[src/rtl/mtsp_memcmd_arbiter.sv]
// Round-robin arbiter that turns per-core memory requests into one latched
// command at a time: select, issue, wait for the memory, then acknowledge.
module mtsp_memcmd_arbiter #(
  parameter int CORE_SIZE = 4,
  parameter int ID_W      = 2
) (
  input  logic                   CLK,
  input  logic                   nRST,
  input  logic [CORE_SIZE-1:0]   REQ,
  input  logic [CORE_SIZE-1:0]   REQ_WRITE,
  input  logic [CORE_SIZE*32-1:0] REQ_ADDR,
  input  logic [CORE_SIZE*8-1:0] REQ_SIZE,
  output logic [CORE_SIZE-1:0]   DONE,
  output logic                   CMD_VALID,
  input  logic                   CMD_READY,
  output logic                   CMD_WRITE,
  output logic [31:0]            CMD_ADDR,
  output logic [7:0]             CMD_SIZE,
  output logic [ID_W-1:0]        CMD_ID,
  input  logic                   MEM_BUSY,
  output logic                   BUSY,
  output logic [1:0]             dbg_state,
  output logic [ID_W-1:0]        dbg_ptr
);

  localparam logic [1:0] IDLE  = 2'd0;
  localparam logic [1:0] ISSUE = 2'd1;
  localparam logic [1:0] WAIT  = 2'd2;
  localparam logic [1:0] ACK   = 2'd3;

  logic [1:0]      state;
  logic [ID_W-1:0] ptr;
  logic            wait_first;

  logic            found;
  logic [ID_W-1:0] winner;
  logic [ID_W-1:0] ptr_next;

  // Scan from ptr upward, wrapping at CORE_SIZE; the first asserted request wins.
  always_comb begin
    int              idx;
    logic [ID_W-1:0] idx_w;
    found  = 1'b0;
    winner = '0;
    idx    = 0;
    idx_w  = '0;
    for (int i = 0; i < CORE_SIZE; i++) begin
      idx = int'(ptr) + i;
      if (idx >= CORE_SIZE) idx = idx - CORE_SIZE;
      idx_w = ID_W'(idx);
      if (!found && REQ[idx_w]) begin
        found  = 1'b1;
        winner = idx_w;
      end
    end
  end

  assign ptr_next = (winner == ID_W'(CORE_SIZE - 1)) ? '0 : winner + ID_W'(1);

  // Handshake: CMD_VALID is high only in ISSUE, where the CMD_* fields are held
  // constant; the command is transferred on the rising edge where
  // CMD_VALID && CMD_READY, and CMD_VALID never drops before that edge.
  always_ff @(posedge CLK or negedge nRST) begin
    if (!nRST) begin
      state      <= IDLE;
      ptr        <= '0;
      wait_first <= 1'b0;
      CMD_WRITE  <= 1'b0;
      CMD_ADDR   <= '0;
      CMD_SIZE   <= '0;
      CMD_ID     <= '0;
    end else begin
      case (state)
        IDLE: begin
          if (found) begin
            CMD_WRITE <= REQ_WRITE[winner];
            CMD_ADDR  <= REQ_ADDR[winner*32 +: 32];
            CMD_SIZE  <= REQ_SIZE[winner*8 +: 8];
            CMD_ID    <= winner;
            ptr       <= ptr_next;
            state     <= ISSUE;
          end
        end
        ISSUE: begin
          if (CMD_READY) begin
            state      <= WAIT;
            wait_first <= 1'b1;
          end
        end
        WAIT: begin
          // MEM_BUSY may not yet reflect the just-accepted command, so skip one cycle.
          if (wait_first) begin
            wait_first <= 1'b0;
          end else if (!MEM_BUSY) begin
            state <= ACK;
          end
        end
        ACK: begin
          state <= IDLE;
        end
        default: begin
          state <= IDLE;
        end
      endcase
    end
  end

  always_comb begin
    DONE = '0;
    if (state == ACK) DONE[CMD_ID] = 1'b1;
  end

  assign CMD_VALID = (state == ISSUE);
  assign BUSY      = (state != IDLE);
  assign dbg_state = state;
  assign dbg_ptr   = ptr;

endmodule
[config.mk]
export PLATFORM = sky130hd
export DESIGN_NAME = mtsp_memcmd_arbiter
export DESIGN_NICKNAME = d
export VERILOG_FILES = /design/src/rtl/mtsp_memcmd_arbiter.sv
export SDC_FILE = /design/constraint.sdc
export NUM_CORES = 1
export LEC_CHECK = 0
export BUFFER_PORTS_ARGS = -buffer_cell sky130_fd_sc_hd__clkbuf_2
export CAP_MARGIN = 40
export CORE_MARGIN = 2
export CORE_UTILIZATION = 30
export CTS_BUF_LIST = sky130_fd_sc_hd__clkbuf_16
export DETAILED_ROUTE_END_ITERATION = 10
export SYNTH_ARGS = -nofsm -noshare
export SYNTH_HDL_FRONTEND = slang
export SYNTH_SLANG_ARGS = --single-unit
[constraint.sdc]
create_clock -name CLK -period 5.1 [get_ports CLK]
set_clock_uncertainty 0.05 [all_clocks]
set_input_delay 0.255 -clock CLK [delete_from_list [all_inputs] [get_ports CLK]]
set_output_delay 0.255 -clock CLK [all_outputs]
set_load 0.01 [all_outputs]
# Word level (Yosys, flattened, before mapping)
# Cells that the tools add are included.
# word_totals
ff_bits,48
# op_classes
addsub,8
order_cmp,11
n_eq_ne,8
shift,2
muxes,33
reduce_logical,13
# ops
op,n
$shiftx 128x8->32,1
$shiftx 32x6->8,1
$mux 2,13
$lt 2x3->1 const B,6
$mux 1,11
$bmux 1 s2,5
$ge 3x3->1 const B,3
$pmux 2 s4,1
$sub 2x1->2 const B,4
$add 2x2->3 const B,2
$eq 2x2->1 const B,3
$ne 2x2->1 const B,3
$logic_and 1x1->1,4
$mux 4,1
$reduce_and 2->1,2
$reduce_and 4->1,1
$reduce_bool 2->1,2
$add 2x1->3 const B,1
$ge 2x3->1 const B,1
$logic_not 1->1,3
$add 2x1->2 const B,1
$demux 1 s2,1
$eq 2x1->1 const B,1
$ge 2x1->1 const B,1
other kinds (3),3

# Longest topological paths before layout
# depth
word_depth,16
mapped_depth,9
mapped_depth_nobuf,7

# Least setup slack after synthesis
# No wires, ideal clock.
# synth_timing
path_type,register -> register
from,register state[0] (netlist: dbg_state[0])
to,register CMD_ADDR[0]
setup_time_ns,0.126
arrival_ns,1.836
setup_slack_ns,3.089
stages_incl_launch_ff,10
n_path_buf,2
synth_period_minus_slack_ns,2.011
path_cell_list,dfrtp_1 inv_1 ha_1 inv_1 nor2_1 or3b_1 buf_2 buf_6 a211oi_2 nor3_1
# synth_between
elab_chain_len,2
# synth_lines
item,line,rtl
start: declaration,31,logic [1:0] state;
start signal: assignment,65,state <= IDLE;
start signal: assignment,81,state <= ISSUE;
start signal: assignment,86,state <= WAIT;
$logic_not 2->1,73,case (state)
$reduce_and 2->1 (no line),n/a,
end signal: assignment,77,CMD_ADDR <= REQ_ADDR[winner*32 +: 32];
end: declaration,17,"output logic [31:0] CMD_ADDR,"
# No other way between the ends.
# A chain may end at the register's enable or synchronous reset.

# Worst setup path in the final report
# layout_timing
from,register state[0] (netlist: dbg_state[0])
to,register CMD_ADDR[27]
# Same word-level chain as after synthesis.

==> run metrics <==
unrepaired setup endpoints after global routing false; Reg power frac 28.8%; most frequent cells in the layout clkbuf_2 (224), and3_1 (84), dfrtp_1 (48), nor2_1 (47), a211oi_1 (45); Yosys cell types 32; Max Clk Rate 356 MHz; Crit Reg-Reg Startpoint dbg_state[0]$_DFFE_PN0P_; core region area 0.0113 mm²; GRT Resource Usage Total 18.0%; clock buffer count from CTS 5; status finished clean; DRC 0; Vias/cell slightly above 5; final worst setup slack 2290 ps; setup TNS 0 ps; post-route minimum period 2810 ps; Initial DRC Count 205; P_sw 1.13 mW; endpoints failing hold 0; met1 Use GR 21.1%; Reg2Reg Setup Slack 2290 ps; max-cap viol count 0; diode count 0; met3 Use GR 4.54%; internal power ~1.4 mW; Mapped Nets 561; CTS tree done; vias in the first global route 3721; first-pass GRT wire length approximately 18 mm; post-cts sizing count 0; routed wire length per instance 15.5 µm; worst-case clock buffer depth 2; Nets 759; synthesized flop and latch total 48; die width 111 µm; crit start category flop; Detail Placement HPWL 8.21 mm; critical-path maximum fanout 26; sinks on the clock net 48; # hold bufs at CTS 0; maximum vdd drop about 0.17 mV; grt total ovfl 0; Final Cycle Share 55.2%; Synth Cell Area 0.00342 mm²; Post-Layout Cell Count 727; DP Worst Slack 2210 ps; YS warnings 0; Global Route met2 Usage between 30 and 40%; Hold Path Class in -> async; I/O pin count 225; layout cells sized above 1 48.5%; final setup violation count 0; Port Buffers 224; Crit Path Category reg -> reg; Root Buffer clkbuf_16; pwr/cell area between 500 and 600 mW/mm²; most common cell after layout, fill and taps aside clkbuf_2; pin count of the biggest net entering global routing between 80 and 90; Die Y 111 µm; Initial Util a little under a third; via count roughly 3700; Setup Fix Bufs, Post-CTS 0; cell leakage power roughly 2.4 nW; Logic pwr share 58.5%; die area 0.0123 mm²; max-slew violations 0; final antenna-violating net count 0; Area Growth Syn to Fin 39.5%; Worst Setup End Kind flop; r2r worst-path depth 9; Crit path required time 5220 ps; Worst-Margin Slew 718 ps; sequential element share of the synthesized area 35.1%; Post-Synthesis Cells 385; DR pass1 iterations 4; Crit path arrival time 2930 ps; Rel. slew slack 52.2%; GR peak layer met2; RR Endpoint CMD_ADDR[27]$_DFFE_PN0P_; syn_area_per_cell about 8.9 µm²; # rows 39; Clk pwr share 12.6%; total wire length 11.3 mm; initial antenna violation count 0; GP Congestion around 0.9; Clock Latency Late Sink slightly below 300 ps; H-tree depth 2; Switching Share 45.3%; clk slew on worst S/H paths roughly 60 ps; DP Cell Count 719
-- metal layers --
metal  routed length, µm  up-vias
met1                4610     1736
li1                    -     1833
met4                 145        0
met3                 848       11
met5                   0        -
met2                5700      155
-- area by class of cell --
type | count | area [µm²]
Inverter | 6 | 22.5
Clock inverter | 3 | 11.3
Clock buffer | 5 | 125
Tap cell | 143 | 179
Fill cell | 1146 | 6500
Timing Repair Buffer | 231 | 1210
Sequential cell | 48 | 1200
Multi-Input combinational cell | 291 | 2030
-- worst max path at each step --
stage | startpoint | endpoint | slack, ps | cells past startpoint
6_report | dbg_state[0]$_DFFE_PN0P_ | CMD_ADDR[27]$_DFFE_PN0P_ | 2290 | 9
4_1_cts | dbg_state[0]$_DFFE_PN0P_ | CMD_ADDR[27]$_DFFE_PN0P_ | 2190 | 9
3_5_place_dp | dbg_state[0]$_DFFE_PN0P_ | CMD_ADDR[27]$_DFFE_PN0P_ | 2210 | 9
3_3_place_gp | dbg_state[0]$_DFFE_PN0P_ | CMD_ADDR[27]$_DFFE_PN0P_ | 2280 | 8
5_1_grt | dbg_state[0]$_DFFE_PN0P_ | CMD_ADDR[27]$_DFFE_PN0P_ | 1950 | 9
2_1_floorplan | dbg_state[0]$_DFFE_PN0P_ | CMD_ADDR[0]$_DFFE_PN0P_ | 3090 | 9
-- synth_stat cells, drive strengths merged --
master | number | share of area (%)
o21a | 1 | 0.22
o2bb2ai | 1 | 0.26
ha | 4 | 1.5
nor2b | 2 | 0.37
inv | 6 | 0.66
buf | 19 | 3.6
or3b | 1 | 0.26
a21o | 1 | 0.22
nor3 | 41 | 6.0
mux2i | 1 | 0.29
o221ai | 1 | 0.44
nand2b | 3 | 0.62
a211oi | 84 | 24
nand2 | 6 | 0.88
a2bb2oi | 1 | 0.44
and3 | 84 | 15
and3b | 1 | 0.26
dfrtp | 48 | 35
o32a | 1 | 0.29
nor4 | 1 | 0.18
nor2 | 48 | 5.3
o21ai | 4 | 0.58
o211ai | 1 | 0.22
a21oi | 3 | 0.44
o21bai | 1 | 0.22
clkbuf | 21 | 2.3
-- power by group through the flow --
stage | Sequential (mW) | Clock (mW) | Combinational [mW]
after floorplan | 0.789 | 0 | 0.904
after global placement | 0.720 | 0 | 1.41
after detailed placement | 0.729 | 0 | 1.48
after CTS | 0.723 | 0.329 | 1.48
after global routing | 0.746 | 0.344 | 1.62
final | 0.721 | 0.316 | 1.46
-- sequential cells by signal (all words and copies together) (netlist names) --
signal and cells:
dbg_state 2, CMD_ID 2, wait_first 1, CMD_ADDR 32, CMD_SIZE 8, dbg_ptr 2, CMD_WRITE 1
-- logic make-up (layout without fill, tap and decap cells) --
group	Yosys count	count (layout)	share of synthesized area, %
AO/OA/AOI/OAI	99	99	27.4
adder cells (fa/ha/maj)	4	4	1.46
buffers and inverters	46	245	6.54
flip-flops	48	48	35.1
multiplexers	1	1	0.292
AND/OR/NAND/NOR	187	187	29.2
-- critical path, cell delays in order, from the launching register on --
cell      delay, ps
dfrtp_1         430
inv_1           110
ha_1            190
inv_1            90
nor2_4          490
buf_4           400
o21ai_4         260
buf_16          240
a211oi_1        300
nor3_1           80
-- per-stage QoR --
| step | util, % | instance area, µm² | hold WS [ps] | power [mW] |
|---|---|---|---|---|
| final | 42.4 | 4770 | 26.1 | 2.50 |
| after global routing | 42.4 | 4770 | 90.0 | 2.71 |
| after CTS | 42.4 | 4770 | 55.6 | 2.54 |
| after detailed placement | 41.1 | 4640 | 365 | 2.21 |
| after global placement | 40.7 | 4590 | 359 | 2.13 |
| after floorplan | - | 3420 | -90.6 | 1.69 |
Power figures use the tool's default switching activity.
